**src/rtl/sync_splitter_n.sv**
```systemverilog
// Clocked N-way fork: one upstream valid/ready token is held in a single register
// stage and delivered to every selected downstream channel, each completing independently.
module sync_splitter_n #(
  parameter int NUM_OUT     = 3,
  parameter int DATA_WIDTHI = 32,
  parameter int MODE        = 0,
  parameter int SLICE_WIDTH = 8,
  parameter int MASK_EN     = 1,
  parameter int CNT_WIDTH   = 16,
  localparam int OW         = (MODE == 1) ? SLICE_WIDTH : DATA_WIDTHI
) (
  input  logic                     clk,
  input  logic                     rst,
  input  logic                     i_drive,
  output logic                     o_free,
  input  logic [DATA_WIDTHI-1:0]   i_data,
  input  logic [NUM_OUT-1:0]       i_mask,
  output logic [NUM_OUT-1:0]       o_driveNext,
  input  logic [NUM_OUT-1:0]       i_freeNext,
  output logic [NUM_OUT*OW-1:0]    o_data,
  output logic                     o_busy,
  output logic [CNT_WIDTH-1:0]     o_xfer_cnt,
  output logic [CNT_WIDTH-1:0]     o_drop_cnt
);

  logic                   full_q;
  logic [NUM_OUT-1:0]     pend_q;
  logic [DATA_WIDTHI-1:0] data_q;
  logic [CNT_WIDTH-1:0]   xfer_q;
  logic [CNT_WIDTH-1:0]   drop_q;

  logic [NUM_OUT-1:0]     emask;
  logic [NUM_OUT-1:0]     drive;
  logic [NUM_OUT-1:0]     done;
  logic                   last;
  logic                   accept;
  logic                   mask_zero;

  // NOTE: every signal gets a value on every path through always_comb, so no latch is inferred.
  always_comb begin
    emask     = (MASK_EN != 0) ? i_mask : '1;
    drive     = rst ? '0 : (pend_q & {NUM_OUT{full_q}});
    done      = drive & i_freeNext;
    // The token retires once nothing remains pending after this cycle's completions.
    last      = full_q & ((pend_q & ~done) == '0);
    o_free    = ~rst & (~full_q | last);
    accept    = i_drive & o_free;
    mask_zero = (emask == '0);
  end

  // NOTE: registers use non-blocking assignments so every update sees pre-edge values.
  always_ff @(posedge clk) begin
    if (rst) begin
      full_q <= 1'b0;
      pend_q <= '0;
      data_q <= '0;
      xfer_q <= '0;
      drop_q <= '0;
    end else begin
      if (accept && !mask_zero) begin
        // Also covers reload on the retiring cycle, so back-to-back tokens need no bubble.
        full_q <= 1'b1;
        pend_q <= emask;
        data_q <= i_data;
      end else if (last) begin
        full_q <= 1'b0;
        pend_q <= '0;
      end else begin
        pend_q <= pend_q & ~done;
      end

      if (last && (xfer_q != '1)) begin
        xfer_q <= xfer_q + CNT_WIDTH'(1);
      end
      if (accept && mask_zero && (drop_q != '1)) begin
        drop_q <= drop_q + CNT_WIDTH'(1);
      end
    end
  end

  // Split mode hands out slices MSB-first: channel 0 gets the top slice.
  for (genvar k = 0; k < NUM_OUT; k++) begin : g_ch
    if (MODE == 1) begin : g_split
      assign o_data[k*OW +: OW] = data_q[DATA_WIDTHI-1-k*SLICE_WIDTH -: SLICE_WIDTH];
    end else begin : g_copy
      assign o_data[k*OW +: OW] = data_q;
    end
  end

  // Low data bits in split mode and the mask with masking disabled are legitimately unused.
  logic unused_bits;
  assign unused_bits = ^{i_mask, data_q};

  assign o_driveNext = drive;
  assign o_busy      = full_q;
  assign o_xfer_cnt  = xfer_q;
  assign o_drop_cnt  = drop_q;

endmodule

```
**config.mk**
```make
export PLATFORM = sky130hd
export DESIGN_NAME = sync_splitter_n
export DESIGN_NICKNAME = d
export VERILOG_FILES = /design/src/rtl/sync_splitter_n.sv
export SDC_FILE = /design/constraint.sdc
export NUM_CORES = 1
export LEC_CHECK = 0
export CAP_MARGIN = 5
export CORE_ASPECT_RATIO = 0.9
export CORE_MARGIN = 5
export CORE_UTILIZATION = 37
export CTS_BUF_LIST = sky130_fd_sc_hd__clkbuf_4 sky130_fd_sc_hd__clkbuf_8 sky130_fd_sc_hd__clkbuf_16
export DETAILED_ROUTE_END_ITERATION = 10
export PLACE_DENSITY = 0.78
export SETUP_SLACK_MARGIN = 0.15
export SYNTH_ARGS = -nofsm -noshare
export SYNTH_HDL_FRONTEND = slang
export SYNTH_SLANG_ARGS = --single-unit
```
**constraint.sdc**
```tcl
create_clock -name clk -period 3.1 [get_ports clk]
set_clock_uncertainty 0.2 [all_clocks]
set_input_delay 0.465 -clock clk [delete_from_list [all_inputs] [get_ports clk]]
set_output_delay 0.465 -clock clk [all_outputs]
set_load 0.02 [all_outputs]
```
==> results.tsv <==
stage	metric	value	unit
global_routing	grt_antenna_before_repair	0	
timing	setup_violations	0	
clock_network	cts_tree	built	
timing	max_slew_margin	0.664	
synthesis	synth_top_family_by_area	simple AND/OR/NAND/NOR gates	
detailed_routing	dr.pass1.iters	4	
worst_setup_path	start_kind	input port	
timing	slew_violations	0	
cells_and_area	drive_above_1_share	0.0602	
synthesis	synthCells	437	
detailed_routing	vias	3445	
worst_hold_path	holdCritPathClass	reg -> reg	
synthesis	yosys.area_share.adder	0.00724	
synthesis	yosysWarnings	0	
placed_design	numPortBuffers	173	
power_and_ir_drop	finalPower	0.00208	W
timing	worst_slew_pin_slew	0.500	ns
synthesis	yosysTopAreaCell	dfxtp_1	
floorplan	core_area	9130	um^2
floorplan	die_h	102	um
synthesis	synth_area_leaders	dfxtp_1 (39%), buf_4 (14%), nand2_1 (8.8%)	
synthesis	synth_compound_area_frac	0.159	
worst_setup_path	cp_data_required_time	3.12	ns
global_routing	grt_max_degree	37	
power_and_ir_drop	p_leak	1.70	nW
synthesis	syn_area	3460	um^2
synthesis	synth_xor_area_frac	0.00507	
clock_network	clock_latency	0.33	ns
cells_and_area	synthToLayoutAreaGrowth	47.0	%
cells_and_area	fill_cells	824	
floorplan	io_pins	174	
clock_network	h-tree-depth	3	
global_routing	globalRouteOverflowTotal	0	
cells_and_area	antenna_cells	0	
worst_setup_path	cp-end-kind	register	
worst_setup_path	crit_arrival	2.72	ns
synthesis	avgSynthCellArea	7.91	um^2
placed_design	post-dp-hpwl	7.95	mm
clock_network	cts_buffers	9	
worst_setup_path	critPathKind	in -> reg	
synthesis	syn_nets	480	
floorplan	initial_core_util	0.379	
global_routing	grt_pass1_vias	3315	
cells_and_area	layout.nets	587	
synthesis	synth_top_area_share	0.394	
worst_setup_path	cp_max_fo	10	
timing	finalHoldViolCount	0	
floorplan	die_w	112	um
outcome	status	completed	
synthesis	synth_cell_types	41	
global_routing	grt_first_pass_wirelength	16.3	mm
synthesis	ys.flop_type	dfxtp_1	
timing	clock.fmax	370	MHz
power_and_ir_drop	power.density	409	nW/um^2
detailed_routing	via_per_inst	5.14	
synthesis	async_flop_share	0	
synthesis	muxShareOfSynthArea	0.0188	
timing	rsz0062_at_grt	false	
synthesis	yosys.area_share.simple	0.243	
cells_and_area	utilization	0.557	
placed_design	place_congestion	0.851	
detailed_routing	wl_per_cell	15.5	um
detailed_routing	drt_iter0_drc	159	
detailed_routing	route.detailed.drc	0	
timing	timing.final.crit_share	0.872	
synthesis	synth_edf_count	0	
clock_network	path_clk_slew	0.07	ns
floorplan	dieArea	11400	um^2
detailed_routing	drtAntennaViolNets	0	
flow_run	drv_cap	0	
cells_and_area	fin_cells	670	
synthesis	ys_seq_area_frac	0.394	
clock_network	cts-root-buf	clkbuf_8	
power_and_ir_drop	peakVddDrop	0.208	mV
timing	tns	0	ns
placed_design	dp.cells	655	
synthesis	ys_ff_latch	68	
floorplan	std_cell_rows	33	
detailed_routing	drt-total-wl	10.4	mm
global_routing	grt_usage	0.176	
clock_network	clockBufferDepth	2	
clock_network	cts.sinks	68	
clock_network	holdBufCountCts	0	
timing	final.min_clock_period	2.70	ns
power by group:
group	total, W	switching [W]	internal, W	leakage, nW
Clock	0.000812	0.000320	0.000491	0.111
Combinational	0.000343	0.000171	0.000172	1.04
Sequential	0.000921	0.0000245	0.000896	0.552
Total	0.00208	0.000516	0.00156	1.70
routing by layer:
layer,GRT usage,up-vias,part of all wire
met3,0.0544,16,0.076
met2,0.320,154,0.51
met5,0,-,0
met1,0.192,1596,0.39
li1,-,1679,-
met4,0.0739,0,0.024
placed cells by master (no fill, tap or decap), drive strengths merged, types with 4 or more instances in the layout:
master | netlist | routed
clkdlybuf4s50 | 0 | 171
nor3 | 4 | 4
or3 | 10 | 10
clkbuf | 20 | 11
o21ai | 8 | 8
inv | 8 | 8
mux2 | 4 | 4
nand4 | 12 | 12
nor2 | 19 | 19
nand2b | 5 | 5
nor4 | 5 | 5
or4 | 9 | 9
buf | 66 | 10
nor2b | 4 | 4
nand2 | 81 | 81
and2 | 6 | 6
nand3 | 12 | 12
a21oi | 52 | 52
o31ai | 11 | 11
dfxtp | 68 | 68
cell usage after synthesis, drive strengths merged (3+ instances only):
cell type / count
nand2: 81
dfxtp: 68
o21ai: 8
or4: 9
nor2b: 4
inv: 8
nand3: 12
and2: 6
or3: 10
clkbuf: 20
nor4: 5
nor2: 19
nand4: 12
a21oi: 52
nand2b: 5
buf: 66
o31ai: 11
nor3: 4
o311ai: 3
o41ai: 3
mux2: 4
per-stage QoR:
step,hold slack [ns],setup slack (ns),area (um^2)
floorplan,0.278,0.641,3460
global route,0.313,0.303,5080
detailed placement,0.283,0.0859,4850
finish,0.289,0.397,5080
global placement,0.272,0.134,4850
CTS,0.294,0.204,5070
layout make-up:
cell class                 instances  area, um^2  area share
sequential                        68        1360       0.268
timing repair buffer             182        1810       0.356
tap                              122         153      0.0301
inverter                           8        30.0     0.00591
multi-input combinational        275        1500       0.296
clock inverter                     4        72.6      0.0143
clock buffer                      11         151      0.0298
final timing paths:
check / from / endpoint / slack [ns] / depth (start not counted)
setup / recovery: i_mask[0] / o_drop_cnt[5] / 0.40 / 6
hold / removal: data_q[1] / data_q[1] / 0.29 / 2
setup reg to reg: o_busy / o_drop_cnt[5] / 0.70 / 6
hold reg to reg: data_q[1] / data_q[1] / 0.29 / 2
what timing repair did:
item                                    in CTS  in global routing
endpoints found under the setup margin       0                  1
resized for setup                            0                  2
setup buffers                                0                  0
cell families after synthesis:
| family | after synthesis |
|---|---|
| XOR/XNOR | 2 |
| AO/OA/AOI/OAI | 91 |
| adder cells (fa/ha/maj) | 2 |
| buffers and inverters | 94 |
| flip-flops | 68 |
| multiplexers | 6 |
| AND/OR/NAND/NOR | 174 |
registers in the layout (all words and copies together), names as in the netlist:
name        flops
data_q         32
o_busy          1
o_drop_cnt     16
o_xfer_cnt     16
pend_q          3
critical path: stages:
cell             delay (ns)
clkdlybuf4s50_1        0.41
or3_1                  0.40
or3_1                  0.37
or3_1                  0.50
buf_4                  0.23
o41ai_1                0.34
(Power assumes the default switching activity.)
